### src/rtl/bnn_pkg.sv
// Shared definitions for the BNN image path.
//   IMG_PIXELS / IMG_BYTES : frame geometry (1-bit pixels packed 8 per byte)
//   RESULT_W               : width of the classification result
//   imgbuf_state_t         : state encoding of the image buffer controller
package bnn_pkg;

    localparam int IMG_PIXELS = 784;
    localparam int IMG_BYTES  = IMG_PIXELS / 8;
    localparam int RESULT_W   = 4;

    typedef enum logic [1:0] {
        FILL = 2'd0,
        FULL = 2'd1,
        DONE = 2'd2
    } imgbuf_state_t;

endpackage

### src/rtl/img_buffer_ctrl.sv
// Image buffer controller: producer side of the BNN image handshake.
// Assembles a frame of packed 1-bit pixels from a byte stream, presents it to
// the inference core, captures the classification result, then re-arms.
//
// Ports:
//   clk, rst_n        system clock, asynchronous active-low reset
//   rx_byte/valid     packed pixel byte (bit 7 = lowest-index pixel)
//   rx_ready          byte accepted this cycle when rx_valid is also high
//   clear             synchronous abort: drop frame and result, back to FILL
//   img_out           assembled frame, [0:IMG_PIXELS-1]
//   img_buffer_full   frame complete, inference requested
//   result_ready/in   result flag (level, edge-detected) and value from core
//   result_out/valid  latched result and its freshness flag
//   timeout_err       sticky: no result arrived within TIMEOUT_CYCLES
//   byte_count        bytes accepted into the current frame
//
// Byte handshake: a byte transfers on a rising clk edge where rx_valid and
// rx_ready are both high. While rx_ready is low the sender must hold rx_byte
// and rx_valid stable; nothing is consumed. A byte that transfers in the same
// cycle as clear is dropped.
module img_buffer_ctrl #(
    parameter int IMG_PIXELS     = bnn_pkg::IMG_PIXELS,
    parameter int RESULT_W       = bnn_pkg::RESULT_W,
    parameter int TIMEOUT_CYCLES = 1024
) (
    input  logic                                 clk,
    input  logic                                 rst_n,
    input  logic [7:0]                           rx_byte,
    input  logic                                 rx_valid,
    output logic                                 rx_ready,
    input  logic                                 clear,
    output logic                                 img_out [0:IMG_PIXELS-1],
    output logic                                 img_buffer_full,
    input  logic                                 result_ready,
    input  logic [RESULT_W-1:0]                  result_in,
    output logic [RESULT_W-1:0]                  result_out,
    output logic                                 result_valid,
    output logic                                 timeout_err,
    output logic [$clog2(IMG_PIXELS/8+1)-1:0]    byte_count
);
    import bnn_pkg::*;

    localparam int NBYTES = IMG_PIXELS / 8;
    localparam int BCW    = $clog2(NBYTES + 1);
    localparam int TW     = (TIMEOUT_CYCLES > 1) ? $clog2(TIMEOUT_CYCLES) : 1;
    localparam logic [TW-1:0]  TMO_LAST  = TW'((TIMEOUT_CYCLES > 0) ? TIMEOUT_CYCLES - 1 : 0);
    localparam logic [BCW-1:0] LAST_BYTE = BCW'(NBYTES - 1);

    if (IMG_PIXELS % 8 != 0) begin : g_bad_size
        $error("img_buffer_ctrl: IMG_PIXELS (%0d) must be a multiple of 8", IMG_PIXELS);
    end

    imgbuf_state_t         state_q, state_d;
    logic [0:IMG_PIXELS-1] img_q;       // ascending so a byte slice maps MSB to lowest pixel
    logic                  rr_q;        // result_ready one cycle ago, tracked in every state
    logic [TW-1:0]         tmo_cnt;
    logic                  ready_q;
    logic                  full_q;
    logic                  accept;
    logic                  last_byte;
    logic                  rise;
    logic                  tmo_hit;

    assign rx_ready        = ready_q;
    assign img_buffer_full = full_q;

    assign accept    = (state_q == FILL) && rx_valid && ready_q && !clear;
    assign last_byte = accept && (byte_count == LAST_BYTE);
    // A level left high by the previous frame is not an edge; the core must
    // drop and re-raise result_ready.
    assign rise      = result_ready && !rr_q;
    assign tmo_hit   = (TIMEOUT_CYCLES != 0) && (tmo_cnt == TMO_LAST);

    always_comb begin
        for (int p = 0; p < IMG_PIXELS; p++) begin
            img_out[p] = img_q[p];
        end
    end

    always_ff @(posedge clk or negedge rst_n) begin
        if (!rst_n) state_q <= FILL;
        else        state_q <= state_d;
    end

    always_comb begin
        state_d = state_q;
        case (state_q)
            FILL:    if (last_byte) state_d = FULL;
            FULL: begin
                if (rise)         state_d = DONE;
                else if (tmo_hit) state_d = FILL;
            end
            DONE:    state_d = FILL;
            default: state_d = FILL;
        endcase
        if (clear) state_d = FILL;
    end

    always_ff @(posedge clk or negedge rst_n) begin
        if (!rst_n) begin
            img_q        <= '0;
            byte_count   <= '0;
            result_out   <= '0;
            result_valid <= 1'b0;
            timeout_err  <= 1'b0;
            tmo_cnt      <= '0;
            rr_q         <= 1'b0;
            ready_q      <= 1'b0;
            full_q       <= 1'b0;
        end else begin
            rr_q    <= result_ready;
            // rx_ready is registered so it stays low through the reset cycle.
            ready_q <= (state_d == FILL);
            // Raised one cycle into FULL; dropped on the edge that leaves FULL.
            full_q  <= (state_q == FULL) && (state_d == FULL);
            if (clear) begin
                img_q        <= '0;
                byte_count   <= '0;
                result_valid <= 1'b0;
                timeout_err  <= 1'b0;
                tmo_cnt      <= '0;
            end else begin
                case (state_q)
                    FILL: begin
                        tmo_cnt <= '0;
                        if (accept) begin
                            img_q[int'(byte_count)*8 +: 8] <= rx_byte;
                            byte_count <= byte_count + 1'b1;
                            if (byte_count == '0) begin
                                result_valid <= 1'b0;
                                timeout_err  <= 1'b0;
                            end
                        end
                    end
                    FULL: begin
                        if (rise) begin
                            result_out   <= result_in;
                            result_valid <= 1'b1;
                        end else if (tmo_hit) begin
                            timeout_err <= 1'b1;
                            img_q       <= '0;
                            byte_count  <= '0;
                            tmo_cnt     <= '0;
                        end else begin
                            tmo_cnt <= tmo_cnt + 1'b1;
                        end
                    end
                    DONE: begin
                        img_q      <= '0;
                        byte_count <= '0;
                        tmo_cnt    <= '0;
                    end
                    default: ;
                endcase
            end
        end
    end

endmodule
### config.mk
export PLATFORM = sky130hd
export DESIGN_NAME = img_buffer_ctrl
export DESIGN_NICKNAME = d
export VERILOG_FILES = /design/src/rtl/bnn_pkg.sv /design/src/rtl/img_buffer_ctrl.sv
export SDC_FILE = /design/constraint.sdc
export NUM_CORES = 2
export LEC_CHECK = 0
export CAP_MARGIN = 20
export CORE_AREA = 2 2 320 322
export CTS_BUF_LIST = sky130_fd_sc_hd__clkbuf_16
export CTS_CLUSTER_SIZE = 28
export DETAILED_ROUTE_END_ITERATION = 6
export DIE_AREA = 0 0 322 324
export PLACE_DENSITY = 0.63
export SETUP_SLACK_MARGIN = 0.15
export SLEW_MARGIN = 20
export SYNTH_ARGS = -nofsm -noshare
export SYNTH_HDL_FRONTEND = slang
export SYNTH_SLANG_ARGS = --single-unit
### constraint.sdc
create_clock -name clk -period 2.9 [get_ports clk]
set_input_delay 0.87 -clock clk [delete_from_list [all_inputs] [get_ports clk]]
set_output_delay 0.87 -clock clk [all_outputs]
set_load 0.02 [all_outputs]
==> results.json <==
{
  "initial_utilization": 0.327,
  "final_max_slew_viol_count": 0,
  "ys_warn_count": 0,
  "crit_path_end_kind": "output port",
  "crit_required_ns": 2.03,
  "hold_viol_final": 0,
  "skew_ns": 0.0273,
  "timing.rr.end": "img_out[527]",
  "clk_pin_slew_ns": 0.06,
  "slowest_stage": "clkdlybuf4s50_1",
  "routed_wirelength_um": 144000,
  "clock_path_buffers": 3,
  "fp-row-count": 117,
  "syn_avg_cell_area_sq_um": 11.9,
  "post-route-drc-count": 0,
  "reg2reg_depth": 10,
  "pin_count": 816,
  "clock_power_share": 0.474,
  "p_comb_frac": 0.077,
  "p_leak_nw": 21.0,
  "path_delay_family": "buffers and inverters",
  "fin_util": 0.487,
  "dr.first_iter.drc_count": 2551,
  "reg2reg_slack_ns": 0.29,
  "grt_usage": 0.269,
  "post-route-period-util": 0.936,
  "dp_slack_ns": -0.672,
  "tns_ns": 0,
  "synthArstFlopShare": 1.00,
  "rsz0062_at_grt": "false",
  "cts_buffers": 89,
  "ys.flop_type": "dfrtp_1",
  "vdd_drop_max_v": 0.000431,
  "slew_headroom": 0.484,
  "dieHeight_um": 324,
  "die_w_um": 322,
  "cts-htree-levels": 3,
  "power.density_mw_per_mm2": 517,
  "hold_path_class": "primary input to async pin",
  "synth-edff-count": 0,
  "drive_above_1_share": 0.163,
  "layout_common_cells": "dfrtp_1 (809), clkdlybuf4s50_1 (805), a22o_1 (331), buf_4 (292), nand2_1 (276)",
  "nets": 3914,
  "crit_arrival_ns": 1.84,
  "swShare": 0.248,
  "slowest_delay_ns": 0.79,
  "drt-pass1-iter-count": 5,
  "drv_cap": 0,
  "startpoint_type": "register",
  "vias": 29085,
  "area_growth_pct": 48.8,
  "clkLatencyLatePin_ns": 0.68,
  "grt_pass1_wl_um": 206000,
  "placed_area_sq_mm": 0.0460,
  "port_buffers": 815,
  "grt_overflow": 0,
  "crit_buf_inv": 1,
  "path_max_fanout": 2,
  "antenna_found_initial": 7,
  "tritoncts": "done",
  "grt_pass1_vias": 28759,
  "finalPower_mw": 25.4,
  "synth_area_sq_mm": 0.0330,
  "gp_congestion": 0.887,
  "postCtsHoldBufs": 0,
  "timing.rr.start": "state_q[0]",
  "synth.ff_latch_count": 812,
  "synthCells": 2765,
  "ant_nets": 0,
  "crit_chain": "clkdlybuf4s50_1",
  "coreArea_sq_mm": 0.101,
  "seqPwrFrac": 0.449,
  "ys_types": 73,
  "setup_violations": 0,
  "avgViaCountPerCell": 5.52,
  "mostFrequentLayoutCell": "dfrtp_1",
  "syn-num-nets": 2792,
  "finalCriticalPeriod_ns": 2.71,
  "status": "finished clean",
  "die_area_sq_mm": 0.104,
  "p_switching_mw": 6.29,
  "cts.sinks": 812,
  "grt_max_degree": 102,
  "p_int_mw": 19.1,
  "criticalPathCategory": "register to output port",
  "wl_per_cell_um": 27.3,
  "dpl.hpwl_um": 110000,
  "clk_root_buffer_cell": "clkbuf_16",
  "worstMarginPinSlew_ns": 0.774,
  "seq_area_frac_synth": 0.615,
  "worst_slack_ns": 0.187,
  "stdcell_area_sq_mm": 0.0492,
  "fmax_mhz": 369
}
power groups by stage:
stage                     sequential, mW  combinational [mW]  clock (mW)
after floorplan                     11.6               0.665           0
after global placement              11.6                1.94           0
after detailed placement            11.6                1.95           0
after CTS                           11.4                1.96        12.2
after global routing                11.4                2.09        12.7
final                               11.4                1.96        12.0
stage by stage:
step	instances	hold WS [ns]
global route	5265	0.148
CTS	5262	0.120
floorplan	2765	0.497
detailed placement	5102	0.467
finish	5267	0.145
global placement	5102	0.457
flip-flops by register name (all words and copies together) (netlist names), 2 cells and up:
signal and flops:
state_q 2, result_out 4, tmo_cnt 10, img_out 784, byte_count 7
cells in the mapped netlist, types with 5 or more instances:
cell       number  area, sq um
nor3_2          5         50.1
nand4_1        11         68.8
nand2b_1        8         50.1
nor3b_1         5         37.5
o2bb2ai_1     136         1190
and3_1         11         68.8
nand2_1       277         1040
a21oi_1        19         95.1
inv_1           9         33.8
nor2b_1        12         75.1
o31ai_1        49          368
o21ai_0       155          776
a32o_1         72          721
xnor2_1         6         52.6
clkbuf_1       85          319
nand3_1       178          891
nand3b_1        5         37.5
a31oi_1         5         31.3
buf_1          21         78.8
and3b_1         8         70.1
ha_1           10          125
a211oi_4       28          561
mux2i_1        38          380
or3_1          11         68.8
dfrtp_1       812        20300
nor2_1        253          950
buf_4           6         45.0
buf_2          36          180
mux2_2         16          180
buf_6           6         67.6
nor2_2         14         87.6
a22o_1        331         2900
o211ai_1       16          120
nor3_1         34          170
a211oi_2       16          200
timing repair:
action | in CTS | in global routing
resized for setup | 16 | 18
setup buffers | 1 | 2
pin swaps | 1 | 2
setup endpoints to repair | 49 | 281
cells by family after synthesis:
family          Yosys count  share of synthesized area
simple gates            857                      0.119
fa+ha+maj                10                    0.00379
buf+inv                 167                     0.0227
compound gates          859                      0.221
flops                   812                      0.615
mux                      54                     0.0170
xor+xnor                  6                    0.00159
area by class of cell:
| cell class | count | area [sq um] |
|---|---|---|
| Inverter | 12 | 48.8 |
| Antenna cell | 3 | 7.51 |
| Tap cell | 1309 | 1640 |
| Clock inverter | 68 | 793 |
| Multi-Input combinational cell | 1786 | 12100 |
| Sequential cell | 812 | 20300 |
| Clock buffer | 91 | 2280 |
| Fill cell | 9137 | 51900 |
| Timing Repair Buffer | 1186 | 11900 |
worst max-delay path by stage:
stage                        from  slack [ns]  cells after the start           end
floorplan           byte_count[0]        0.26                      9  img_out[600]
global placement         rx_valid       -0.55                      8  img_out[334]
detailed placement       rx_valid       -0.67                      8  img_out[334]
CTS                    state_q[0]        0.15                      9  img_out[171]
global route         img_out[321]        0.15                      1  img_out[321]
finish               img_out[320]        0.19                      1  img_out[320]
metal layers:
metal,GRT usage,up-vias,share of wire,wire (um)
met5,0,-,0.00028,40
met4,0.119,6,0.044,6390
met3,0.0621,287,0.078,11300
met2,0.427,1344,0.47,67800
met1,0.352,14821,0.41,58300
li1,-,12627,-,-
Power figures use the tool's default switching activity.
